<file path="config.mk">
export PLATFORM = sky130hd
export DESIGN_NAME = divider1_flat
export DESIGN_NICKNAME = d
export VERILOG_FILES = /design/src/rtl/divider1_if.sv /design/src/rtl/divider1.sv /design/src/flat_wrapper.sv
export SDC_FILE = /design/constraint.sdc
export NUM_CORES = 1
export LEC_CHECK = 0
export BUFFER_PORTS_ARGS = -buffer_cell sky130_fd_sc_hd__buf_4
export CAP_MARGIN = 20
export CORE_ASPECT_RATIO = 1.1
export CORE_MARGIN = 2
export CORE_UTILIZATION = 40
export CTS_CLUSTER_SIZE = 28
export DETAILED_ROUTE_END_ITERATION = 8
export SKIP_CTS_REPAIR_TIMING = 1
export SLEW_MARGIN = 20
export SYNTH_ARGS = -nofsm -noshare
export SYNTH_HDL_FRONTEND = slang
export SYNTH_SLANG_ARGS = --single-unit
</file>
<file path="constraint.sdc">
create_clock -name clk -period 5.3 [get_ports clk]
set_input_delay 0.265 -clock clk [delete_from_list [all_inputs] [get_ports clk]]
set_output_delay 0.265 -clock clk [all_outputs]
set_load 0.01 [all_outputs]
</file>
<file path="src/rtl/divider1_if.sv">
// rtl/divider1_if.sv - request/result bundle for the sequential restoring divider
//
// Purpose: groups the divider handshake and operand/result signals.
// Signals:
//   start        one-cycle request; operands sampled when accepted
//   dividend     N-bit unsigned numerator
//   divisor      D-bit unsigned denominator
//   quotient     N-bit registered quotient
//   remainder    D-bit registered remainder
//   ready        result valid; holds until the next accepted start
//   busy         iteration in progress
//   div_by_zero  last accepted operation had divisor == 0
// Modports: master (requester), slave (divider).
interface divider1_if #(
  parameter int N = 16,
  parameter int D = 8
);
  logic         start;
  logic [N-1:0] dividend;
  logic [D-1:0] divisor;
  logic [N-1:0] quotient;
  logic [D-1:0] remainder;
  logic         ready;
  logic         busy;
  logic         div_by_zero;

  modport master (
    output start, dividend, divisor,
    input  quotient, remainder, ready, busy, div_by_zero
  );

  modport slave (
    input  start, dividend, divisor,
    output quotient, remainder, ready, busy, div_by_zero
  );
endinterface

</file>
<file path="src/rtl/divider1.sv">
// rtl/divider1.sv - sequential restoring divider, one quotient bit per clock
//
// Purpose: unsigned N-bit / D-bit division with a start/ready handshake.
// A nonzero divisor takes exactly N clocks from accept to ready; a zero
// divisor completes immediately with an all-ones quotient and div_by_zero set.
// Ports:
//   clk  rising-edge clock
//   rst  synchronous active-high reset, priority over everything
//   bus  divider1_if.slave (start/dividend/divisor in,
//        quotient/remainder/ready/busy/div_by_zero out)
module divider1 #(
  parameter int N = 16,
  parameter int D = 8
) (
  input  logic      clk,
  input  logic      rst,
  divider1_if.slave bus
);

  localparam int CW = $clog2(N + 1);

  typedef enum logic [1:0] {
    IDLE = 2'd0,
    BUSY = 2'd1,
    DONE = 2'd2
  } state_t;

  state_t        state, state_nx;
  logic [N-1:0]  q_reg, q_nx;      // dividend shifting out, quotient bits shifting in
  logic [D-1:0]  v_reg, v_nx;      // latched divisor
  logic [D:0]    r_reg, r_nx;      // partial remainder, one guard bit
  logic [CW-1:0] cnt, cnt_nx;
  logic [N-1:0]  quo_reg, quo_nx;
  logic [D-1:0]  rem_reg, rem_nx;
  logic          ready_reg, ready_nx;
  logic          busy_reg, busy_nx;
  logic          dbz_reg, dbz_nx;

  // Trial value: remainder shifted left with the next dividend bit.
  // Since R < V always holds, R[D] is zero and the shifted value fits D+1 bits.
  logic [D:0]    trial;
  logic [D:0]    diff;
  logic          ge;
  logic [N-1:0]  q_shift;

  assign trial   = {r_reg[D-1:0], q_reg[N-1]};
  assign ge      = (trial >= {1'b0, v_reg});
  assign diff    = trial - {1'b0, v_reg};
  assign q_shift = {q_reg[N-2:0], ge};

  always_ff @(posedge clk) begin
    if (rst) begin
      state     <= IDLE;
      q_reg     <= '0;
      v_reg     <= '0;
      r_reg     <= '0;
      cnt       <= '0;
      quo_reg   <= '0;
      rem_reg   <= '0;
      ready_reg <= 1'b0;
      busy_reg  <= 1'b0;
      dbz_reg   <= 1'b0;
    end else begin
      state     <= state_nx;
      q_reg     <= q_nx;
      v_reg     <= v_nx;
      r_reg     <= r_nx;
      cnt       <= cnt_nx;
      quo_reg   <= quo_nx;
      rem_reg   <= rem_nx;
      ready_reg <= ready_nx;
      busy_reg  <= busy_nx;
      dbz_reg   <= dbz_nx;
    end
  end

  always_comb begin
    state_nx = state;
    q_nx     = q_reg;
    v_nx     = v_reg;
    r_nx     = r_reg;
    cnt_nx   = cnt;
    quo_nx   = quo_reg;
    rem_nx   = rem_reg;
    ready_nx = ready_reg;
    busy_nx  = busy_reg;
    dbz_nx   = dbz_reg;

    case (state)
      IDLE, DONE: begin
        // DONE accepts a new start so results can be issued back-to-back.
        if (bus.start) begin
          q_nx     = bus.dividend;
          v_nx     = bus.divisor;
          r_nx     = '0;
          cnt_nx   = '0;
          ready_nx = 1'b0;
          dbz_nx   = 1'b0;
          if (bus.divisor == '0) begin
            // Zero divisor: publish the saturated result without iterating.
            state_nx = DONE;
            quo_nx   = '1;
            rem_nx   = '0;
            dbz_nx   = 1'b1;
            ready_nx = 1'b1;
            busy_nx  = 1'b0;
          end else begin
            state_nx = BUSY;
            busy_nx  = 1'b1;
          end
        end
      end

      BUSY: begin
        // start is deliberately ignored here.
        q_nx   = q_shift;
        r_nx   = ge ? diff : trial;
        cnt_nx = cnt + 1'b1;
        if (cnt == CW'(N - 1)) begin
          state_nx = DONE;
          quo_nx   = q_shift;
          rem_nx   = ge ? diff[D-1:0] : trial[D-1:0];
          ready_nx = 1'b1;
          busy_nx  = 1'b0;
        end
      end

      default: begin
        state_nx = IDLE;
        busy_nx  = 1'b0;
        ready_nx = 1'b0;
      end
    endcase
  end

  assign bus.quotient    = quo_reg;
  assign bus.remainder   = rem_reg;
  assign bus.ready       = ready_reg;
  assign bus.busy        = busy_reg;
  assign bus.div_by_zero = dbz_reg;

endmodule

</file>
<file path="src/flat_wrapper.sv">
// flat-port wrapper written by rule: the top's interface ports become plain ports
module divider1_flat 
#(
  parameter int N = 16,
  parameter int D = 8
)
  (clk, rst, bus_start, bus_dividend, bus_divisor, bus_quotient, bus_remainder, bus_ready, bus_busy, bus_div_by_zero);
  divider1_if #(.N(N), .D(D)) bus_i ();
  input  logic clk;
  input  logic rst;
  input wire logic [$bits(bus_i.start)-1:0] bus_start;
  input wire logic [$bits(bus_i.dividend)-1:0] bus_dividend;
  input wire logic [$bits(bus_i.divisor)-1:0] bus_divisor;
  output wire logic [$bits(bus_i.quotient)-1:0] bus_quotient;
  output wire logic [$bits(bus_i.remainder)-1:0] bus_remainder;
  output wire logic [$bits(bus_i.ready)-1:0] bus_ready;
  output wire logic [$bits(bus_i.busy)-1:0] bus_busy;
  output wire logic [$bits(bus_i.div_by_zero)-1:0] bus_div_by_zero;
  assign bus_i.start = bus_start;
  assign bus_i.dividend = bus_dividend;
  assign bus_i.divisor = bus_divisor;
  assign bus_quotient = bus_i.quotient;
  assign bus_remainder = bus_i.remainder;
  assign bus_ready = bus_i.ready;
  assign bus_busy = bus_i.busy;
  assign bus_div_by_zero = bus_i.div_by_zero;
  divider1 #(.N(N), .D(D)) u_core (.clk(clk), .rst(rst), .bus(bus_i));
endmodule
</file>
=== Word-level counts from Yosys, hierarchy flattened ===
Cells that the tools add are included.

* Bits in registers: 66
* Bits of input ports: 27
* Output and inout bits: 27
* Logic and storage cells: 55

* Add/subtract/negate cells: 2
* Multiplexer cells: 28
* Order comparisons: 1
* Equal/unequal tests: 6
* Reductions and logical operators: 8

{| class="wikitable"
|+ Operators by type and width
! kind !! number
|-
| 2-to-1 mux 16 bit || 4
|-
| one-hot mux 16 bit (2 select lines) || 2
|-
| 2-to-1 mux 8 bit || 6
|-
| one-hot mux 8 bit (2 select lines) || 2
|-
| one-hot mux 5 bit (2 select lines) || 1
|-
| greater-or-equal comparator 9 x 8 -> 1 bit || 1
|-
| zero test 8 bit || 1
|-
| subtractor 8 bit || 1
|-
| 2-to-1 mux 1 bit || 6
|-
| 2-to-1 mux 2 bit || 3
|-
| AND reduction 2 bit || 3
|-
| adder 5 x 1 -> 5 bit (second input constant) || 1
|-
| equality test 5 x 4 -> 1 bit (second input constant) || 1
|-
| 2-to-1 mux 5 bit || 1
|-
| inequality test 2 x 1 -> 1 bit (second input constant) || 2
|-
| one-hot mux 1 bit (2 select lines) || 2
|-
| one-hot mux 2 bit (2 select lines) || 1
|-
| AND reduction 4 bit || 1
|-
| equality test 2 x 1 -> 1 bit (second input constant) || 1
|-
| equality test 2 bit (second input constant) || 1
|-
| zero test 2 bit || 1
|-
| inequality test 2 bit (second input constant) || 1
|-
| nonzero test 2 bit || 1
|-
| OR reduction 2 bit || 1
|}

=== Depth between registers and ports, before layout ===
Gate-level depths: netlist of run 1.

* Depth in word-level cells: 4
* Gate-level depth with buffers: 10

=== Worst setup path after synthesis of run 1 ===
No wires, ideal clock.

* Path type: flip-flop to flip-flop
* From: register u_core.q_reg[15]
* To: register u_core.rem_reg[6], in the netlist u_core.bus.remainder[6]
* Slack: 3,173 ps
* Stages on the path, launching flop included: 10
* Required time: 5,226 ps
* Arrival: 2,052 ps
* Path buffers: 0
* Period minus slack after synthesis: 2,127 ps
* Cell sequence: dfxtp_1 -> inv_1 -> ha_1 -> fa_1 -> nor2b_1 -> nor3_1 -> or4b_2 -> o2111ai_1 -> mux2i_1 -> o21ai_0

* Longest elaborated chain between the ends: 4
* Elaborated cells between the ends (all ways): 5
* Those cells by class: 1 x add/sub; 1 x order compare; 3 x mux

{| class="wikitable"
|+ RTL lines
! item !! RTL line !! RTL
|-
| from (decl) || divider1.sv:29 || <nowiki>logic [N-1:0] q_reg, q_nx;</nowiki>
|-
| from (signal assigned) || divider1.sv:65 || <nowiki>q_reg <= q_nx;</nowiki>
|-
| subtractor 8 bit or greater-or-equal comparator 9 x 8 -> 1 bit (tied branches) || divider1.sv:48, divider1.sv:47 ||
|-
| 2-to-1 mux 8 bit (*) || divider1.sv:122 || <nowiki>rem_nx = ge ? diff[D-1:0] : trial[D-1:0];</nowiki>
|-
| 2-to-1 mux 8 bit (*) || divider1.sv:119 || <nowiki>if (cnt == CW'(N - 1)) begin</nowiki>
|-
| one-hot mux 8 bit (2 select lines) (*) || divider1.sv:89 || <nowiki>case (state)</nowiki>
|-
| to (signal assigned) || divider1.sv:70 || <nowiki>rem_reg <= rem_nx;</nowiki>
|-
| to (decl) || divider1.sv:34 || <nowiki>logic [D-1:0] rem_reg, rem_nx;</nowiki>
|}

Mark *: on every way between the ends. The rest lies on a longest branch, timed or not. The select of a mux whose other input is x is not followed.
A chain may end at the register's enable or synchronous reset.

=== Worst setup path in the final report of run 1 ===
Ends and elaborated chain as after synthesis.

==> impl_metrics.tcl, run 1 <==
set metrics [dict create \
    fin_skew_ns 0.0103 \
    drtPass1Iterations 4 \
    dieHeight_um 93.1 \
    path_max_fanout 4 \
    arrival_ns 2.69 \
    gp_congestion 0.786 \
    min_period_ns 2.42 \
    synth_cell_types 46 \
    finalCritPeriodShare_pct 45.6 \
    clk_latency_ns 0.35 \
    cap_violations 0 \
    p_int_mw 0.955 \
    yosys_register_bits 64 \
    p_seq_share_pct 39.3 \
    critPathLaunchType "flip-flop" \
    rows 32 \
    clkSinkCount 64 \
    yosysTopAreaCell "dfxtp_1" \
    async_flop_share_pct 0 \
    grt_pass1_wl_um 10900 \
    grt_max_degree 54 \
    cts-buffers-inserted 9 \
    rsz0062_at_grt "no" \
    fin_hold_ws_ns 0.178 \
    drt-initial-drc-count 122 \
    switching_share_pct 28.6 \
    synth_nets 381 \
    p_comb_share_pct 21.4 \
    required_ns 5.57 \
    setup_tns_ns 0 \
    slew_viol_final 0 \
    core_um2 7010 \
    gr-total-overflow 0 \
    synth_edf_count 0 \
    synthTopCellsByArea "dfxtp_1, nand2_1, nor2_1" \
    cts_tree "yes" \
    setup_viol 0 \
    cts-root-buf "clkbuf_8" \
    maxSlewHeadroom_pct 35.1 \
    final_core_util_pct 50.9 \
    p_per_area_nw_per_um2 375 \
    synthCells 343 \
    vias 2517 \
    io_pins 54 \
    drcViolationCount 0 \
    drt_wl_total_um 6680 \
    finalHoldViolations 0 \
    switching_power_mw 0.383 \
    yosysSeqAreaShare_pct 44.4 \
    clockBufferDepth 2 \
    yosys_warnings 0 \
    cts_max_level 3 \
    drtAntennaViolNets 0 \
    antenna_found_initial 0 \
    port_buffers 53 \
    p_leak_nw 1.46 \
    diodes 0 \
    viasPerCell 5.28 \
    worstMarginPinSlew_ns 0.973 \
    track_usage_pct 17.4 \
    hp-class "in2reg" \
    dp_hpwl_um 4630 \
    die_x_um 85.0 \
    avgSynthCellArea_um2 8.41 \
    initial_core_util_pct 41.2 \
    path_class "reg2reg" \
    syn_to_final_growth_pct 23.6 \
    ys.flop_type "dfxtp_1" \
    dieArea_um2 7910 \
    synth_common_cells "nand2_1, dfxtp_1, nor2_1" \
    nets 425 \
    status "finished, final reports clean" \
    synth_top_area_share_pct 44.4 \
    end_kind "flip-flop" \
    vdd_drop_max_mv 0.168 \
    first_global_vias 2270 \
    wl_per_cell_um 14.0 \
    path_clk_slew_ns 0.08 \
    syn_area_um2 2880 \
    fmax_ghz 0.414 \
    drive_gt1_share_pct 19.6 \
    p_clk_share_pct 39.3 \
    yosysMostFrequentCell "nand2_1" \
]
[power by group through the flow]
| stage | sequential, mW | combinational [mW] | clock (mW) |
|---|---|---|---|
| 2_1_floorplan | 0.531 | 0.236 | 0 |
| 3_3_place_gp | 0.536 | 0.279 | 0 |
| 3_5_place_dp | 0.536 | 0.285 | 0 |
| 4_1_cts | 0.526 | 0.286 | 0.533 |
| 5_1_grt | 0.529 | 0.322 | 0.557 |
| 6_report | 0.526 | 0.286 | 0.525 |
[logic make-up after synthesis]
logic type / share of synthesized area, %
simple gates: 20.5
compound gates: 21.5
flops: 44.4
buf+inv: 5.55
fa+ha+maj: 5.03
mux: 2.08
xor+xnor: 0.911
[through the flow]
stage	worst slack (ns)	cells	total power, mW	cell area (um2)
final	2.88	477	1.34	3560
after global routing	2.65	477	1.41	3560
after floorplan	3.17	343	0.768	2880
after detailed placement	2.92	460	0.821	3290
after CTS	2.90	476	1.34	3550
after global placement	2.95	460	0.815	3290
[worst paths after layout]
kind / startpoint / endpoint / slack (ns) / cells past startpoint
worst min-delay path: bus_divisor[5] / u_core.v_reg[5]$_SDFFE_PP0P_ / 0.18 / 3
worst max-delay path: u_core.q_reg[15]$_SDFFE_PP0P_ / u_core.bus.remainder[6]$_SDFFE_PP0P_ / 2.88 / 9
worst max register to register: u_core.q_reg[15]$_SDFFE_PP0P_ / u_core.bus.remainder[6]$_SDFFE_PP0P_ / 2.88 / 9
worst min register to register: u_core.v_reg[3]$_SDFFE_PP0P_ / u_core.v_reg[3]$_SDFFE_PP0P_ / 0.46 / 2
[area by class of cell]
| class | count | area, um2 |
|---|---|---|
| sequential | 64 | 1280 |
| tap | 85 | 106 |
| inverter | 13 | 48.8 |
| timing repair buffer | 56 | 428 |
| clock inverter | 6 | 116 |
| clock buffer | 10 | 138 |
| multi-input combinational | 243 | 1450 |
| fill | 674 | 3440 |
[cells in the final DEF, fill, tap and decap left out, types with 4 or more instances in the layout]
| cell type | netlist | routed |
|---|---|---|
| nor2_1 | 46 | 46 |
| nand3_1 | 4 | 4 |
| dfxtp_1 | 64 | 64 |
| ha_1 | 10 | 10 |
| a21oi_1 | 14 | 14 |
| nand2_1 | 65 | 65 |
| a22o_1 | 4 | 4 |
| nor2b_1 | 7 | 6 |
| a211oi_1 | 15 | 15 |
| o21ai_0 | 12 | 12 |
| buf_4 | 2 | 55 |
| o31ai_1 | 4 | 4 |
| mux2i_1 | 6 | 6 |
| a311oi_1 | 17 | 17 |
| clkbuf_8 | 0 | 10 |
| nor3_1 | 4 | 4 |
| inv_1 | 13 | 13 |
[critical path, stage by stage, from the launching register on]
cell and delay [ns]:
dfxtp_1 0.33, inv_1 0.07, ha_1 0.21, fa_1 0.41, nor2b_1 0.13, nor3_1 0.09
or4b_2 0.65, o2111ai_1 0.14, mux2i_1 0.14, o21ai_0 0.17
[layer usage]
layer  vias up  track usage [%]  share of wire [%]  wire length, um
met3         8             4.85                3.9              261
met5         -                0                  0                0
met1      1170             22.6                 48             3210
met4         0             7.01                1.1               76
li1       1288                -                  -                -
met2        51             27.3                 47             3130
No activity file was read; power rests on OpenSTA's default activity.
==> run 2, diff against run 1 <==
==> constraint.sdc (replaced) <==
create_clock -name clk -period 2 [get_ports clk]
set_input_delay 0.1 -clock clk [delete_from_list [all_inputs] [get_ports clk]]
set_output_delay 0.1 -clock clk [all_outputs]
set_load 0.01 [all_outputs]
==> impl_metrics.tcl, run 2 (synthesized netlist as in run 1, its figures left out) <==
set metrics [dict create \
    min_period_ns 1.99 \
    viasPerCell 5.11 \
    cts-root-buf "clkbuf_8" \
    cts_max_level 3 \
    drtPass1Iterations 4 \
    fillers 644 \
    p_leak_nw 1.64 \
    core_um2 7010 \
    fin_hold_ws_ns 0.00618 \
    fin_skew_ns 0.0116 \
    finalNonFillerCells 514 \
    layout_commonest_cell "buf_4" \
    first_global_vias 2489 \
    dieHeight_um 93.1 \
    vias 2627 \
    place_area_um2 3600 \
    drive_gt1_share_pct 31.7 \
    switching_power_mw 1.13 \
    final_cell_mix "buf_4, nand2_1, dfxtp_1, nor2_1, a311oi_1" \
    port_buffers 53 \
    dieArea_um2 7910 \
    syn_to_final_growth_pct 37.1 \
    path_class "reg2reg" \
    maxSlewHeadroom_pct 71.7 \
    finalCritPeriodShare_pct 99.7 \
    status "finished, final reports clean" \
    required_ns 2.26 \
    clkSinkCount 64 \
    vdd_drop_max_mv 0.582 \
    seq_area_um2 1280 \
    clk_latency_ns 0.35 \
    p_total_mw 3.82 \
    setup_tns_ns 0 \
    slew_viol_final 0 \
    drt-initial-drc-count 107 \
    cts-buffers-inserted 9 \
    initial_core_util_pct 41.2 \
    end_kind "flip-flop" \
    fmax_ghz 0.502 \
    setup_viol 0 \
    clockBufferDepth 2 \
    arrival_ns 2.25 \
    rsz0062_at_grt "yes" \
    p_clk_share_pct 31.4 \
    rows 32 \
    drcViolationCount 0 \
    multi_input_area_um2 1570 \
    antenna_found_initial 0 \
    p_per_area_nw_per_um2 965 \
    design_area_um2 3950 \
    drt_wl_total_um 6960 \
    finalHoldViolations 0 \
    gr-total-overflow 0 \
    path_clk_slew_ns 0.07 \
    io_pins 54 \
    drtAntennaViolNets 0 \
    cts_tree "yes" \
    cap_violations 0 \
    p_int_mw 2.69 \
    wl_per_cell_um 13.5 \
    dp_hpwl_um 5110 \
    grt_max_degree 31 \
    diodes 0 \
    p_seq_share_pct 36.6 \
    die_x_um 85.0 \
    nets 463 \
    track_usage_pct 18.5 \
    place_inst 494 \
    worstMarginPinSlew_ns 0.424 \
    path_max_fanout 6 \
    grt_pass1_wl_um 11600 \
    p_comb_share_pct 32.0 \
    gp_congestion 0.807 \
    hp-class "in2reg" \
    switching_share_pct 29.7 \
    critPathLaunchType "flip-flop" \
]
run 2: layer usage:
layer	GRT usage, %	vias up	wire length, um
met5	0	-	0
met4	8.20	0	108
met3	3.97	9	264
met2	30.4	48	3410
met1	23.3	1209	3180
li1	-	1361	-
run 2: layout make-up:
class / count / area share, %
inverters: 13 / 1.30
multi-input cells: 243 / 39.7
well taps: 85 / 2.69
repair buffers: 94 / 18.6
clock inverters: 6 / 2.15
flip-flops and latches: 64 / 32.5
clock buffers: 9 / 3.13
run 2: metrics by stage:
stage	worst slack, ns	util, %
5_1_grt	-0.110	56.4
2_1_floorplan	-0.0400	-
4_1_cts	-0.156	54.4
6_report	0.00669	56.4
3_5_place_dp	-0.123	51.4
3_3_place_gp	-0.115	51.4
run 2: worst paths after layout:
path,startpoint,end,slack [ns],cells past startpoint
hold reg to reg,u_core.bus.remainder[3]$_SDFFE_PP0P_,u_core.bus.remainder[3]$_SDFFE_PP0P_,0.45,2
hold / removal,bus_divisor[6],u_core.v_reg[6]$_SDFFE_PP0P_,0.006,3
setup reg to reg,u_core.v_reg[6]$_SDFFE_PP0P_,u_core.r_reg[7]$_SDFFE_PP0P_,0.007,10
setup / recovery,u_core.v_reg[6]$_SDFFE_PP0P_,u_core.r_reg[7]$_SDFFE_PP0P_,0.007,10
run 2: worst max-delay path, cell delays in order, from the launching register on:
cell and delay [ns]:
dfxtp_2 0.33, inv_2 0.04, ha_4 0.22, a21o_1 0.20, a211oi_2 0.20, o31ai_2 0.12
a41oi_4 0.24, buf_12 0.17, a311oi_1 0.05, buf_4 0.14, o31ai_1 0.20
run 2: power groups by stage:
stage          sequential [mW]  combinational, mW  clock (mW)
5_1_grt                   1.41               1.35        1.29
6_report                  1.40               1.22        1.20
2_1_floorplan             1.41              0.654           0
4_1_cts                   1.39               1.01        1.23
3_5_place_dp              1.42               1.01           0
3_3_place_gp              1.42               1.00           0
==> run 3, diff against run 2 <==
--- a/config.mk
+++ b/config.mk
@@ -7,7 +7,6 @@
 export LEC_CHECK = 0
 export BUFFER_PORTS_ARGS = -buffer_cell sky130_fd_sc_hd__buf_4
 export CAP_MARGIN = 20
-export CORE_ASPECT_RATIO = 1.1
 export CORE_MARGIN = 2
 export CORE_UTILIZATION = 40
 export CTS_CLUSTER_SIZE = 28
==> impl_metrics.tcl, run 3 (synthesized netlist as in run 1, its figures left out) <==
set metrics [dict create \
    hold_start "bus_divisor[1]" \
    violations "negative setup slack" \
    min_period_ns 2.03 \
    path_clk_slew_ns 0.07 \
    vias 2687 \
    required_ns 2.27 \
    finalNonFillerCells 526 \
    p_leak_nw 1.69 \
    critPathLaunch "u_core.q_reg[15]$_SDFFE_PP0P_" \
    gr-total-overflow 0 \
    dp_hpwl_um 5110 \
    initial_core_util_pct 42.0 \
    port_buffers 53 \
    cts-root-buf "clkbuf_8" \
    cts_tree "yes" \
    status "finished, violations left" \
    core_um2 6870 \
    cts_max_level 3 \
    drive_gt1_share_pct 34.7 \
    setup_tns_ns -0.0518 \
    cts-buffers-inserted 9 \
    path_class "reg2reg" \
    fillers 609 \
    final_core_util_pct 59.6 \
    layout_commonest_cell "buf_4" \
    syn_to_final_growth_pct 42.0 \
    worstMarginPinSlew_ns 0.392 \
    drtAntennaViolNets 0 \
    clockBufferDepth 2 \
    finalCritPeriodShare_pct 101 \
    fin_skew_ns 0.00834 \
    setup_viol 5 \
    drcViolationCount 0 \
    die_x_um 88.9 \
    critPathLaunchType "flip-flop" \
    first_global_vias 2377 \
    slew_viol_final 0 \
    dieHeight_um 88.9 \
    dieArea_um2 7900 \
    end_kind "flip-flop" \
    path_max_fanout 4 \
    fmax_ghz 0.494 \
    arrival_ns 2.30 \
    antenna_found_initial 0 \
    viasPerCell 5.11 \
    design_area_um2 4100 \
    grt_max_degree 36 \
    place_inst 504 \
    gp_congestion 0.781 \
    cap_violations 0 \
    rsz0062_at_grt "yes" \
    nets 463 \
    rows 30 \
    p_per_area_nw_per_um2 1030 \
    timing.rr.start "u_core.q_reg[15]$_SDFFE_PP0P_" \
    vdd_drop_max_mv 0.489 \
    fin_ws_ns -0.0263 \
    clkSinkCount 64 \
    finalHoldViolations 0 \
    diodes 0 \
    place_area_um2 3610 \
    grt_pass1_wl_um 11300 \
    io_pins 54 \
    wl_per_cell_um 13.9 \
    hp-class "in2reg" \
    maxSlewHeadroom_pct 73.7 \
    drt_wl_total_um 7320 \
    drtPass1Iterations 4 \
    drt-initial-drc-count 174 \
    clk_latency_ns 0.35 \
    track_usage_pct 18.5 \
    final_cell_mix "buf_4, nand2_1, dfxtp_1, nor2_1, a311oi_1" \
]
==> run 3: path summary, 6_finish.rpt <==
path / endpoint / slack, ns / cells after the start
max reg2reg: u_core.r_reg[6]$_SDFFE_PP0P_ / -0.03 / 9
min: u_core.v_reg[1]$_SDFFE_PP0P_ / 0.001 / 3
max: u_core.r_reg[6]$_SDFFE_PP0P_ / -0.03 / 9
min reg2reg: u_core.v_reg[3]$_SDFFE_PP0P_ / 0.45 / 2
==> run 3: critical path, cell delays in order, from the launching register on <==
cell and delay [ns]:
dfxtp_2 0.34, inv_2 0.05, ha_4 0.16, fa_2 0.37
nor2b_2 0.14, nor3_2 0.06, or4b_4 0.51, o2111ai_2 0.10
mux2i_2 0.11, o21ai_1 0.13
==> run 3: where the power goes <==
part	switching (mW)	internal (mW)
sequential	0.0551	1.35
combinational	0.637	0.766
clock	0.535	0.868
total	1.23	2.98
==> run 3: metrics by stage <==
step | hold slack (ns) | setup WS [ns] | total power, mW
finish | 0.00128 | -0.0263 | 4.21
global route | 0.00655 | -0.135 | 4.41
global placement | 0.364 | -0.106 | 2.39
floorplan | 0.228 | -0.0400 | 2.06
detailed placement | 0.366 | -0.118 | 2.40
CTS | -0.00248 | -0.144 | 3.80
==> run 3: area by class of cell <==
class / count / area, um2 / share of cell area [%]
tap: 96 / 120 / 2.93
timing repair buffer: 94 / 756 / 18.4
clock buffer: 10 / 138 / 3.36
clock inverter: 6 / 115 / 2.81
inverter: 13 / 48.8 / 1.19
sequential: 64 / 1290 / 31.5
multi-input combinational: 243 / 1630 / 39.7
==> run 3: metal layers <==
metal / vias up / share of wire (%) / global-route usage, %
li1: 1367 / - / -
met1: 1240 / 48 / 26.4
met2: 65 / 45 / 27.6
met3: 15 / 4.1 / 3.42
met4: 0 / 2.0 / 7.85
met5: - / 0 / 0
